--- src/rtl/uart_master_pkg.sv ---
// Shared constants for the UART echo master: 16550 register map, init values, LSR bits, FSM states.
// No logic; the ack watchdog is enabled in wb_single_xfer by UART_ECHO_TIMEOUT_EN.
package uart_master_pkg;

  localparam logic [2:0] UART_REG_RB_THR  = 3'd0;  // RBR / THR / DLL
  localparam logic [2:0] UART_REG_IER_DLM = 3'd1;
  localparam logic [2:0] UART_REG_FCR     = 3'd2;
  localparam logic [2:0] UART_REG_LCR     = 3'd3;
  localparam logic [2:0] UART_REG_LSR     = 3'd5;

  localparam logic [7:0] LCR_DLAB_INIT = 8'h83;
  localparam logic [7:0] LCR_8N1       = 8'h03;
  localparam logic [7:0] FCR_INIT      = 8'h07;
  localparam logic [7:0] IER_INIT      = 8'h00;
  localparam logic [2:0] INIT_LAST     = 3'd5;

  localparam int LSR_DR      = 0;
  localparam int LSR_ERR_LSB = 1;
  localparam int LSR_ERR_MSB = 4;
  localparam int LSR_THRE    = 5;

  typedef enum logic [2:0] {
    ST_INIT_WR   = 3'd0,
    ST_POLL_RX   = 3'd1,
    ST_READ_RBR  = 3'd2,
    ST_POLL_TX   = 3'd3,
    ST_WRITE_THR = 3'd4
  } state_e;

  typedef struct packed {
    logic [2:0] adr;
    logic [7:0] dat;
  } reg_wr_t;

  function automatic reg_wr_t init_step(input logic [2:0] idx, input logic [15:0] divisor);
    reg_wr_t w;
    case (idx)
      3'd0:    w = '{adr: UART_REG_LCR,     dat: LCR_DLAB_INIT};
      3'd1:    w = '{adr: UART_REG_RB_THR,  dat: divisor[7:0]};
      3'd2:    w = '{adr: UART_REG_IER_DLM, dat: divisor[15:8]};
      3'd3:    w = '{adr: UART_REG_LCR,     dat: LCR_8N1};
      3'd4:    w = '{adr: UART_REG_FCR,     dat: FCR_INIT};
      default: w = '{adr: UART_REG_IER_DLM, dat: IER_INIT};
    endcase
    return w;
  endfunction

endpackage

--- src/rtl/wb_single_xfer.sv ---
// One Wishbone classic read/write; bus signals registered, cycle ends the edge after ack (or watchdog expiry).
// Accepts a new request only while idle, so every access is followed by at least one idle cycle.
// Watchdog present only when UART_ECHO_TIMEOUT_EN is defined.
module wb_single_xfer
  import uart_master_pkg::*;
#(
  parameter logic [7:0] ACK_TIMEOUT = 8'd255
) (
  input  logic       clk,
  input  logic       rst,
  input  logic       req_vld,
  input  logic       req_we,
  input  logic [2:0] req_adr,
  input  logic [7:0] req_dat,
  output logic       done_o,
  output logic       timeout_o,
  output logic [7:0] rsp_dat,
  output logic       wb_cyc_o,
  output logic       wb_stb_o,
  output logic       wb_we_o,
  output logic [2:0] wb_adr_o,
  output logic [7:0] wb_dat_o,
  input  logic [7:0] wb_dat_i,
  input  logic       wb_ack_i
);

  logic       cyc_d, cyc_q, we_d, we_q;
  logic [2:0] adr_d, adr_q;
  logic [7:0] dat_d, dat_q;
  logic       expire;

`ifdef UART_ECHO_TIMEOUT_EN
  logic [7:0] wait_d, wait_q;
  // ack wins over expiry when both land on the same edge
  assign expire = cyc_q && !wb_ack_i && (wait_q == ACK_TIMEOUT - 8'd1);
  assign wait_d = (cyc_q && !wb_ack_i) ? wait_q + 8'd1 : 8'd0;
  always_ff @(posedge clk) begin
    if (rst) wait_q <= 8'd0;
    else     wait_q <= wait_d;
  end
`else
  logic unused_timeout;
  assign unused_timeout = ^ACK_TIMEOUT;
  assign expire = 1'b0;
`endif

  always_comb begin
    cyc_d = cyc_q;
    we_d  = we_q;
    adr_d = adr_q;
    dat_d = dat_q;
    if (cyc_q) begin
      if (wb_ack_i || expire) cyc_d = 1'b0;
    end else if (req_vld) begin
      cyc_d = 1'b1;
      we_d  = req_we;
      adr_d = req_adr;
      dat_d = req_dat;
    end
  end

  always_ff @(posedge clk) begin
    if (rst) begin
      cyc_q <= 1'b0;
      we_q  <= 1'b0;
      adr_q <= 3'd0;
      dat_q <= 8'd0;
    end else begin
      cyc_q <= cyc_d;
      we_q  <= we_d;
      adr_q <= adr_d;
      dat_q <= dat_d;
    end
  end

  assign done_o    = cyc_q && wb_ack_i;
  assign timeout_o = expire;
  assign rsp_dat   = wb_dat_i;
  assign wb_cyc_o  = cyc_q;
  assign wb_stb_o  = cyc_q;
  assign wb_we_o   = we_q;
  assign wb_adr_o  = adr_q;
  assign wb_dat_o  = dat_q;

endmodule

--- src/rtl/uart_wb_echo_master.sv ---
// Wishbone initiator that configures a 16550 UART and echoes every received byte back out.
// 3 cycles per register access with a single-cycle-ack slave; stalls on the slave's ack.
// UART_ECHO_TIMEOUT_EN adds an ack watchdog that abandons the cycle and flags err_o.
module uart_wb_echo_master
  import uart_master_pkg::*;
#(
  parameter logic [15:0] DIVISOR     = 16'd27,
  parameter logic [7:0]  ACK_TIMEOUT = 8'd255
) (
  input  logic        wb_clk_i,
  input  logic        wb_rst_i,
  output logic [2:0]  wb_adr_o,
  output logic [7:0]  wb_dat_o,
  input  logic [7:0]  wb_dat_i,
  output logic        wb_we_o,
  output logic        wb_stb_o,
  output logic        wb_cyc_o,
  output logic [3:0]  wb_sel_o,
  input  logic        wb_ack_i,
  output logic        init_done_o,
  output logic [7:0]  rx_byte_o,
  output logic        rx_valid_o,
  output logic        err_o,
  output logic [15:0] echo_cnt_o
);

  state_e      state_d, state_q;
  logic [2:0]  init_idx_d, init_idx_q;
  logic        init_done_d, init_done_q;
  logic [7:0]  rx_byte_d, rx_byte_q;
  logic        rx_valid_d, rx_valid_q;
  logic        err_d, err_q;
  logic [15:0] echo_cnt_d, echo_cnt_q;

  logic        req_we;
  logic [2:0]  req_adr;
  logic [7:0]  req_dat;
  reg_wr_t     init_wr;
  logic        xfer_done, xfer_timeout;
  logic [7:0]  xfer_rdat;
  logic        line_err;

  assign init_wr  = init_step(init_idx_q, DIVISOR);
  assign line_err = |xfer_rdat[LSR_ERR_MSB:LSR_ERR_LSB];

  always_comb begin
    req_we  = 1'b0;
    req_adr = UART_REG_LSR;
    req_dat = 8'h00;
    case (state_q)
      ST_INIT_WR: begin
        req_we  = 1'b1;
        req_adr = init_wr.adr;
        req_dat = init_wr.dat;
      end
      ST_READ_RBR:  req_adr = UART_REG_RB_THR;
      ST_WRITE_THR: begin
        req_we  = 1'b1;
        req_adr = UART_REG_RB_THR;
        req_dat = rx_byte_q;
      end
      default: ;
    endcase
  end

  always_comb begin
    state_d     = state_q;
    init_idx_d  = init_idx_q;
    init_done_d = init_done_q;
    rx_byte_d   = rx_byte_q;
    rx_valid_d  = 1'b0;
    err_d       = err_q;
    echo_cnt_d  = echo_cnt_q;
    if (xfer_timeout) begin
      // an abandoned init write is simply reissued; anything else restarts polling
      err_d = 1'b1;
      if (state_q != ST_INIT_WR) state_d = ST_POLL_RX;
    end else if (xfer_done) begin
      case (state_q)
        ST_INIT_WR: begin
          if (init_idx_q == INIT_LAST) begin
            init_done_d = 1'b1;
            state_d     = ST_POLL_RX;
          end else begin
            init_idx_d = init_idx_q + 3'd1;
          end
        end
        ST_POLL_RX: begin
          if (line_err) err_d = 1'b1;
          if (xfer_rdat[LSR_DR]) state_d = ST_READ_RBR;
        end
        ST_READ_RBR: begin
          rx_byte_d  = xfer_rdat;
          rx_valid_d = 1'b1;
          state_d    = ST_POLL_TX;
        end
        ST_POLL_TX: begin
          if (line_err) err_d = 1'b1;
          if (xfer_rdat[LSR_THRE]) state_d = ST_WRITE_THR;
        end
        default: begin
          echo_cnt_d = echo_cnt_q + 16'd1;
          state_d    = ST_POLL_RX;
        end
      endcase
    end
  end

  always_ff @(posedge wb_clk_i) begin
    if (wb_rst_i) begin
      state_q     <= ST_INIT_WR;
      init_idx_q  <= 3'd0;
      init_done_q <= 1'b0;
      rx_byte_q   <= 8'h00;
      rx_valid_q  <= 1'b0;
      err_q       <= 1'b0;
      echo_cnt_q  <= 16'd0;
    end else begin
      state_q     <= state_d;
      init_idx_q  <= init_idx_d;
      init_done_q <= init_done_d;
      rx_byte_q   <= rx_byte_d;
      rx_valid_q  <= rx_valid_d;
      err_q       <= err_d;
      echo_cnt_q  <= echo_cnt_d;
    end
  end

  wb_single_xfer #(.ACK_TIMEOUT(ACK_TIMEOUT)) u_xfer (
    .clk       (wb_clk_i),
    .rst       (wb_rst_i),
    .req_vld   (1'b1),
    .req_we    (req_we),
    .req_adr   (req_adr),
    .req_dat   (req_dat),
    .done_o    (xfer_done),
    .timeout_o (xfer_timeout),
    .rsp_dat   (xfer_rdat),
    .wb_cyc_o  (wb_cyc_o),
    .wb_stb_o  (wb_stb_o),
    .wb_we_o   (wb_we_o),
    .wb_adr_o  (wb_adr_o),
    .wb_dat_o  (wb_dat_o),
    .wb_dat_i  (wb_dat_i),
    .wb_ack_i  (wb_ack_i)
  );

  assign wb_sel_o    = wb_cyc_o ? 4'b0001 : 4'b0000;
  assign init_done_o = init_done_q;
  assign rx_byte_o   = rx_byte_q;
  assign rx_valid_o  = rx_valid_q;
  assign err_o       = err_q;
  assign echo_cnt_o  = echo_cnt_q;

endmodule

--- config.mk ---
export PLATFORM = sky130hd
export DESIGN_NAME = uart_wb_echo_master
export DESIGN_NICKNAME = d
export VERILOG_FILES = /design/src/rtl/uart_master_pkg.sv /design/src/rtl/wb_single_xfer.sv /design/src/rtl/uart_wb_echo_master.sv
export SDC_FILE = /design/constraint.sdc
export NUM_CORES = 1
export LEC_CHECK = 0
export ABC_AREA = 0
export BUFFER_PORTS_ARGS = -buffer_cell sky130_fd_sc_hd__buf_4
export CAP_MARGIN = 20
export CORE_MARGIN = 2
export CORE_UTILIZATION = 45
export DETAILED_ROUTE_END_ITERATION = 10
export GPL_TIMING_DRIVEN = 0
export PLACE_DENSITY = 0.69
export SYNTH_ARGS = -nofsm -noshare
export SYNTH_HDL_FRONTEND = slang
export SYNTH_HIERARCHICAL = 1
export SYNTH_SLANG_ARGS = --single-unit
--- constraint.sdc ---
create_clock -name wb_clk_i -period 2.78 [get_ports wb_clk_i]
set_input_delay 0.139 -clock wb_clk_i [delete_from_list [all_inputs] [get_ports wb_clk_i]]
set_output_delay 0.139 -clock wb_clk_i [all_outputs]
set_load 0.02 [all_outputs]
# After elaboration in Yosys (flattened, before gate mapping)
# Index checks and enable logic that the tools add are counted.
dict set report totals {
  regBits 46
  inputBits 11
  word_cells 54
}
dict set report classes {
  add_sub_neg 2
  n_eq_ne 11
  mux 12
  bitwise_logic 3
  n_reduce_logical 15
}
# cell n
set ops {}
lappend ops {{case mux 10 bit (4 select lines)} 1}
lappend ops {{adder 16 x 1 -> 16 bit, second input constant} 1}
lappend ops {{case mux 8 bit (2 select lines)} 1}
lappend ops {{case mux 3 bit (4 select lines)} 1}
lappend ops {{== test 3 x 2 -> 1 bit, second input constant} 3}
lappend ops {{== test 3 bit, second input constant} 3}
lappend ops {{2-to-1 mux 3 bit} 3}
lappend ops {{AND reduction 3 bit} 3}
lappend ops {{OR reduction 2 bit} 4}
lappend ops {{OR reduction 4 bit} 2}
lappend ops {{== test 3 x 1 -> 1 bit, second input constant} 2}
lappend ops {{logical NOT 3 bit} 2}
lappend ops {{inequality test 2 bit, second input constant} 3}
lappend ops {{case mux 3 bit (2 select lines)} 1}
lappend ops {{2-to-1 mux 1 bit} 5}
lappend ops {{AND reduction 2 bit} 2}
lappend ops {{AND reduction 4 bit} 1}
lappend ops {{adder 3 x 1 -> 3 bit, second input constant} 1}
lappend ops {{inverter 1 bit} 3}
lappend ops {{logical AND 1 bit} 1}

# Logic depth before layout (Yosys ltp)
# Gate-level depths: netlist (run 1).
dict set report depth {
  word_depth 4
  ltp_mapped 8
  ltp_nobuf 8
}

# By module
# The synthesis (run 1) kept the hierarchy.
# mod instances cells_each area_per_inst_um2 seq_area_each_um2
set by_module_without_submodules {}
lappend by_module_without_submodules {uart_wb_echo_master 1 198 1705.4 660.6}
lappend by_module_without_submodules {wb_single_xfer 1 69 720.7 260.2}

# Least setup slack after synthesis (run 1)
# No wires, ideal clock.
dict set report synth_path {
  kind {register to register}
  from {reg u_xfer.cyc_q (netlist: u_xfer/wb_cyc_o)}
  to {reg echo_cnt_q[13] (netlist: echo_cnt_o[13])}
  setup_ns 0.121
  arrival_ns 1.902
  required_ns 2.659
  setup_slack_ns 0.758
  stages_incl_launch_ff 8
  n_path_buf 2
  cell_sequence {dfxtp_1 > buf_6 > and2_4 > buf_4 > nand3b_4 > nor2_2 > nor4b_1 > mux2_2}
}
dict set report synth_via {
  elab_chain_cells 2
}
# element line
set synth_rtl {}
lappend synth_rtl {{from (decl)} wb_single_xfer.sv:27} ;# logic cyc_d, cyc_q, we_d, we_q;
lappend synth_rtl {{from (signal assigned)} wb_single_xfer.sv:69} ;# cyc_q <= cyc_d;
lappend synth_rtl {{logical AND 1 bit} wb_single_xfer.sv:76} ;# assign done_o = cyc_q && wb_ack_i;
lappend synth_rtl {{named net xfer_done} uart_wb_echo_master.sv:39} ;# logic xfer_done, xfer_timeout;
lappend synth_rtl {{AND reduction 2 bit (no line)} n/a}
lappend synth_rtl {{to (signal assigned)} uart_wb_echo_master.sv:125} ;# echo_cnt_q <= echo_cnt_d;
lappend synth_rtl {{to (decl)} uart_wb_echo_master.sv:33} ;# logic [15:0] echo_cnt_d, echo_cnt_q;
# The timed path passes the listed nets, and every way through them passes these cells.
# A chain may end at the register's enable or synchronous reset.

# Worst setup path after layout (run 1)
# Ends and elaborated chain as after synthesis.

==> results of run 1 <==
-- through the flow --
stage / util / power [mW] / std cells / hold slack [ns] / cell area (um2)
finish: 0.584 / 1.42 / 395 / 0.0615 / 3000
global route: 0.584 / 1.47 / 395 / 0.0892 / 3000
CTS: 0.584 / 1.43 / 395 / 0.0537 / 3000
detailed placement: 0.558 / 0.839 / 387 / 0.375 / 2870
global placement: 0.558 / 0.838 / 387 / 0.371 / 2870
floorplan: - / 0.799 / 273 / 0.336 / 2450
-- power breakdown --
group	switching [mW]	internal [mW]	total (mW)
sequential	0.00906	0.671	0.680
combinational	0.0763	0.0685	0.145
clock	0.232	0.360	0.593
total	0.318	1.10	1.42
-- flip-flops by register name, summed over array words and instances (netlist names) --
name and count:
echo_cnt_o 16, err_o 1, init_done_o 1, init_idx_q 3, rx_byte_o 8, rx_valid_o 1, state_q 3, u_xfer/wb_adr_o 3
u_xfer/wb_cyc_o 1, u_xfer/wb_dat_o 8, u_xfer/wb_we_o 1
-- worst min-delay path by stage --
stage | endpoint | slack, ns | depth (start not counted)
floorplan | u_xfer/wb_dat_o[4] | 0.34 | 2
global placement | rx_byte_o[7] | 0.37 | 3
detailed placement | rx_byte_o[7] | 0.38 | 3
CTS | rx_byte_o[7] | 0.05 | 3
global route | rx_byte_o[6] | 0.09 | 3
finish | rx_byte_o[7] | 0.06 | 3
-- worst min-delay path, delay by kind of cell --
kind | cells | cell delay [ns]
buffers and inverters | 1 | 0.07
muxes | 1 | 0.05
and+or+nand+nor | 1 | 0.07
-- area by class of cell --
class                   count  share of cell area
multi-input cells         191               0.436
inverters                   6             0.00750
well taps                  70              0.0292
plain buffers              30              0.0646
clock buffers               5              0.0229
repair buffers             44               0.110
clock inverters             3              0.0229
flip-flops and latches     46               0.307
-- routing by layer --
| layer | GRT usage | part of all wire |
|---|---|---|
| met5 | 0 | 0 |
| met4 | 0.0571 | 0.012 |
| met3 | 0.0384 | 0.041 |
| met2 | 0.277 | 0.45 |
| met1 | 0.243 | 0.50 |
-- kinds of logic (layout without fill, tap and decap cells) --
group                      after synthesis  in the layout  synth area share
buffers and inverters                   36             88            0.0892
adders and majority gates                5              5            0.0258
AOI/OAI and AO/OA                       35             35             0.104
other                                    3              9           0.00464
muxes                                   15             15            0.0645
DFF                                     46             46             0.380
and+or+nand+nor                        116            116             0.293
xor gates and xnor gates                11             11            0.0397
-- placed cells by master (no fill, tap or decap), types with 2 or more instances in the layout --
| cell type | count |
|---|---|
| a21boi_0 | 2 |
| a21oi_1 | 8 |
| a31o_2 | 3 |
| and3_1 | 5 |
| buf_1 | 2 |
| buf_2 | 4 |
| buf_4 | 60 |
| buf_6 | 2 |
| bufinv_16 | 2 |
| clkbuf_1 | 5 |
| clkbuf_8 | 5 |
| conb_1 | 9 |
| dfxtp_1 | 46 |
| ha_1 | 5 |
| inv_1 | 6 |
| mux2_1 | 2 |
| mux2_2 | 3 |
| mux2i_1 | 10 |
| nand2_1 | 12 |
| nand2b_1 | 12 |
| nand3_1 | 9 |
| nand4_1 | 4 |
| nand4bb_1 | 12 |
| nor2_1 | 31 |
| nor2b_1 | 5 |
| nor3_1 | 7 |
| nor4_1 | 3 |
| o21ai_0 | 2 |
| o21ai_1 | 2 |
| o21ai_2 | 10 |
| or2_2 | 2 |
| xnor2_1 | 7 |
| xor2_1 | 4 |
==> impl_metrics.toml, run 1 <==
[grt]
antenna_found_initial = 0
grt_max_degree = 16
grt_pass1_wl_um = 8680
grt_usage = 0.177
overflow = 0
grt_pass1_vias = 1870

[worst_setup_path]
cp_data_required_time_ns = 2.98
arrival_ns = 2.28
max_stage_delay_ns = 0.51
ff2ff_path_depth = 7
critPathMaxFanout = 10
end_kind = "flip-flop"
cp-startpoint = "u_xfer/wb_cyc_o"
r2r_slack_ns = 0.70
reg2reg_to = "echo_cnt_o[13]"
path_cells = "buf_6 > and2_4 > buf_4 > nand3b_4 > nor2_2 > nor4b_1 > mux2_2"
reg2reg_from = "u_xfer/wb_cyc_o"
cp_num_buf_inv = 2
crit_family = "simple AND/OR/NAND/NOR gates"
slowest_stage = "dfxtp_1"
crit_type = "reg2reg"
crit_end = "echo_cnt_o[13]"
worstSetupStartpointType = "flip-flop"
cp.depth = 7

[detailed_routing]
remaining_drc_errors = 0
first_pass_iters = 4
postRouteWirelength_um = 5160
drt_iter0_markers = 96
vias_per_cell = 5.04
via_count = 1989
wire_per_inst_um = 13.1
antenna_left = 0

[die]
start_util = 0.472
dieWidth_um = 77.4
std_cell_rows = 26
io_pins = 56
die_area_um2 = 5990
core_um2 = 5140
die_y_um = 77.4

[logic_synthesis]
yosys_warnings = 6
synth_edf_count = 0
yosys-top-cells-count = "dfxtp_1 (46), nor2_1 (31), buf_4 (16)"
syn_area_um2 = 2430
syn_avg_cell_area_um2 = 9.09
ys.flop_type = "dfxtp_1"
synth_top_cell_area_share = 0.380
yosys_register_bits = 46
synth_top_area_cell = "dfxtp_1"
synthArstFlopShare = 0
post-synth-top-count-cell = "dfxtp_1"
synth_cells = 267
seq_area_frac_synth = 0.380
synth_area_leaders = "dfxtp_1 (38%), nand4bb_1 (5.6%), buf_4 (5.0%)"
synth_cell_types = 54

[final_layout]
syn_to_final_growth_pct = 23.8
multi_input_area_um2 = 1310
final_nets = 340
nFillCells = 503
regArea_um2 = 921
layout-drive-gt1-share = 0.308
n_antenna_cell = 0

[clock_network]
tritoncts = "yes"
clock_path_buffers = 2
postCtsSetupBuffers = 0
cts_resized = 0
htree_levels = 2
clock_latency_ns = 0.30
cts_root_buffer = "clkbuf_8"
cts_made_buffers = 5
clkTransAtPathRegs_ns = 0.09
postCtsHoldBufs = 0
cts_sinks = 46

[placed_design]
portBuffers = 44
place_congestion = 0.803
hpwlAfterDp_um = 3860
pre_cts_ws_ns = 0.690

[timing]
fin_crit_ns = 2.08
relSlewSlack = 0.659
setup_slack_ns = 0.696
fin_skew_ns = 0.00637
hold_violations = 0
worstMarginPinSlew_ns = 0.511
setup_viol = 0
finalMaxSlewViolations = 0
clock.fmax_mhz = 480
fin_setup_tns_ns = 0
rsz0062_at_grt = "false"
post-route-period-util = 0.750

[worst_hold_path]
min-delay-start = "wb_dat_i[7]"
min_path_type = "in2reg"

[pwr]
max-vdd-ir-drop_uv = 333
cellPowerDensity_nw_per_um2 = 472
p_leak_nw = 1.31

[run]
max_cap_violations = 0

[outcome]
status = "completed"
Power figures use the tool's default switching activity.
==> run 2, diff against run 1 <==
- PLACE_DENSITY: 0.69 -> 0.71
- clock period: 2.78 -> 1.9 ns (I/O delays scaled with it)
==> run 2 against run 1 <==
Compared with the run above: flip-flop and latch count unchanged; critical path depth is the same; fmax up 16%; total power up 36%; register-to-register slack got worse by 0.60 ns; highest routed layer unchanged.
==> impl_metrics.toml, run 2 (synthesized netlist as in run 1, its figures left out) <==
[placed_design]
hpwlAfterDp_um = 3860
post_dp_cell_area_um2 = 2870
portBuffers = 44
place_congestion = 0.765

[run]
max_cap_violations = 0

[worst_setup_path]
crit_family = "simple AND/OR/NAND/NOR gates"
critPathMaxFanout = 10
end_kind = "flip-flop"
max_stage_delay_ns = 0.40
cp_num_buf_inv = 2
crit_type = "reg2reg"
slowest_stage = "or3_1"
arrival_ns = 2.03
worstSetupStartpointType = "flip-flop"
path_cells = "buf_6 > and2_4 > and4b_1 > buf_4 > nand4_1 > or3_1 > a21oi_2"
cp_data_required_time_ns = 2.13

[clock_network]
tritoncts = "yes"
postCtsHoldBufs = 0
clock_path_buffers = 2
clkTransAtPathRegs_ns = 0.08
htree_levels = 2
cts_made_buffers = 5
clock_latency_ns = 0.29
cts_root_buffer = "clkbuf_8"
cts_sinks = 46

[pwr]
max-vdd-ir-drop_uv = 564
p_leak_nw = 1.31
cellPowerDensity_nw_per_um2 = 637
power_mw = 1.92

[final_layout]
final_cell_area_um2 = 3020
final_core_utilization = 0.587
largest_register_ffs = 16
syn_to_final_growth_pct = 24.4
n_antenna_cell = 0
layout_common_cells = "buf_4 (62), dfxtp_1 (45), nor2_1 (31)"
layout-drive-gt1-share = 0.318
final_common_cell = "buf_4"
final_nets = 342

[die]
start_util = 0.472
io_pins = 56
dieWidth_um = 77.4
die_y_um = 77.4
std_cell_rows = 26
die_area_um2 = 5990
core_um2 = 5140

[detailed_routing]
via_count = 2016
m1WireLength_um = 2500
postRouteWirelength_um = 5200
first_pass_iters = 4
vias_per_cell = 5.08
drt_iter0_markers = 79
wl_met2_um = 2420
dr.max_layer_used = "met4"
remaining_drc_errors = 0
antenna_left = 0
wl_met3_um = 238
wire_per_inst_um = 13.1

[timing]
hold_violations = 0
setup_viol = 0
worstMarginPinSlew_ns = 0.501
fin_skew_ns = 0.00426
finalMaxSlewViolations = 0
post-route-period-util = 0.948
relSlewSlack = 0.666
fin_crit_ns = 1.80
clock.fmax_mhz = 555

[grt]
grt_max_degree = 14
antenna_found_initial = 0
grt_pass1_vias = 1776
grt_pass1_wl_um = 8520
overflow = 0
grt_usage = 0.176

[worst_hold_path]
min_path_type = "in2reg"

[outcome]
status = "completed"
[run 2: through the flow]
step | hold slack [ns] | instances | worst slack (ns) | TNS [ns]
6_report | 0.0320 | 397 | 0.0991 | 0
5_1_grt | 0.0448 | 397 | -0.000377 | -0.000377
4_1_cts | 0.0253 | 396 | 0.00788 | 0
3_5_place_dp | 0.334 | 387 | -0.169 | -0.269
3_3_place_gp | 0.323 | 387 | -0.144 | -0.149
2_1_floorplan | 0.291 | 273 | 0.0242 | 0
[run 2: cell type report]
cell class	count	area [um2]
clock buffer	7	76.3
fill	495	2120
timing repair buffer	47	353
tap	70	87.6
sequential	46	925
multi-input combinational	191	1340
inverter	6	22.5
clock inverter	1	30.0
buffer	29	186
[run 2: worst paths after layout]
check	start	end	slack, ns	cells past startpoint
hold reg to reg	u_xfer/wb_dat_o[4]	u_xfer/wb_dat_o[4]	0.47	2
setup reg to reg	u_xfer/wb_cyc_o	echo_cnt_o[12]	0.1	7
setup / recovery	u_xfer/wb_cyc_o	echo_cnt_o[12]	0.1	7
hold / removal	wb_dat_i[7]	rx_byte_o[7]	0.03	3
[run 2: tightest hold or removal path: cells and delay by family]
family / cells / cell delay (ns)
buffers and inverters: 1 / 0.08
and+or+nand+nor: 1 / 0.07
muxes: 1 / 0.05
[run 2: power by group]
| part | switching (mW) | internal, mW | total, mW |
|---|---|---|---|
| sequential | 0.0126 | 0.981 | 0.993 |
| combinational | 0.114 | 0.103 | 0.217 |
| clock | 0.317 | 0.394 | 0.711 |
[run 2: what timing repair did]
action	in CTS	in global routing
buffers inserted	1	2
pin swaps	0	1
resized for setup	3	3
setup endpoints to repair	11	16
[run 2: layer usage]
metal	up-vias	GRT usage
met3	5	0.0372
met1	942	0.245
met2	46	0.275
li1	1023	-
met5	-	0
met4	0	0.0536
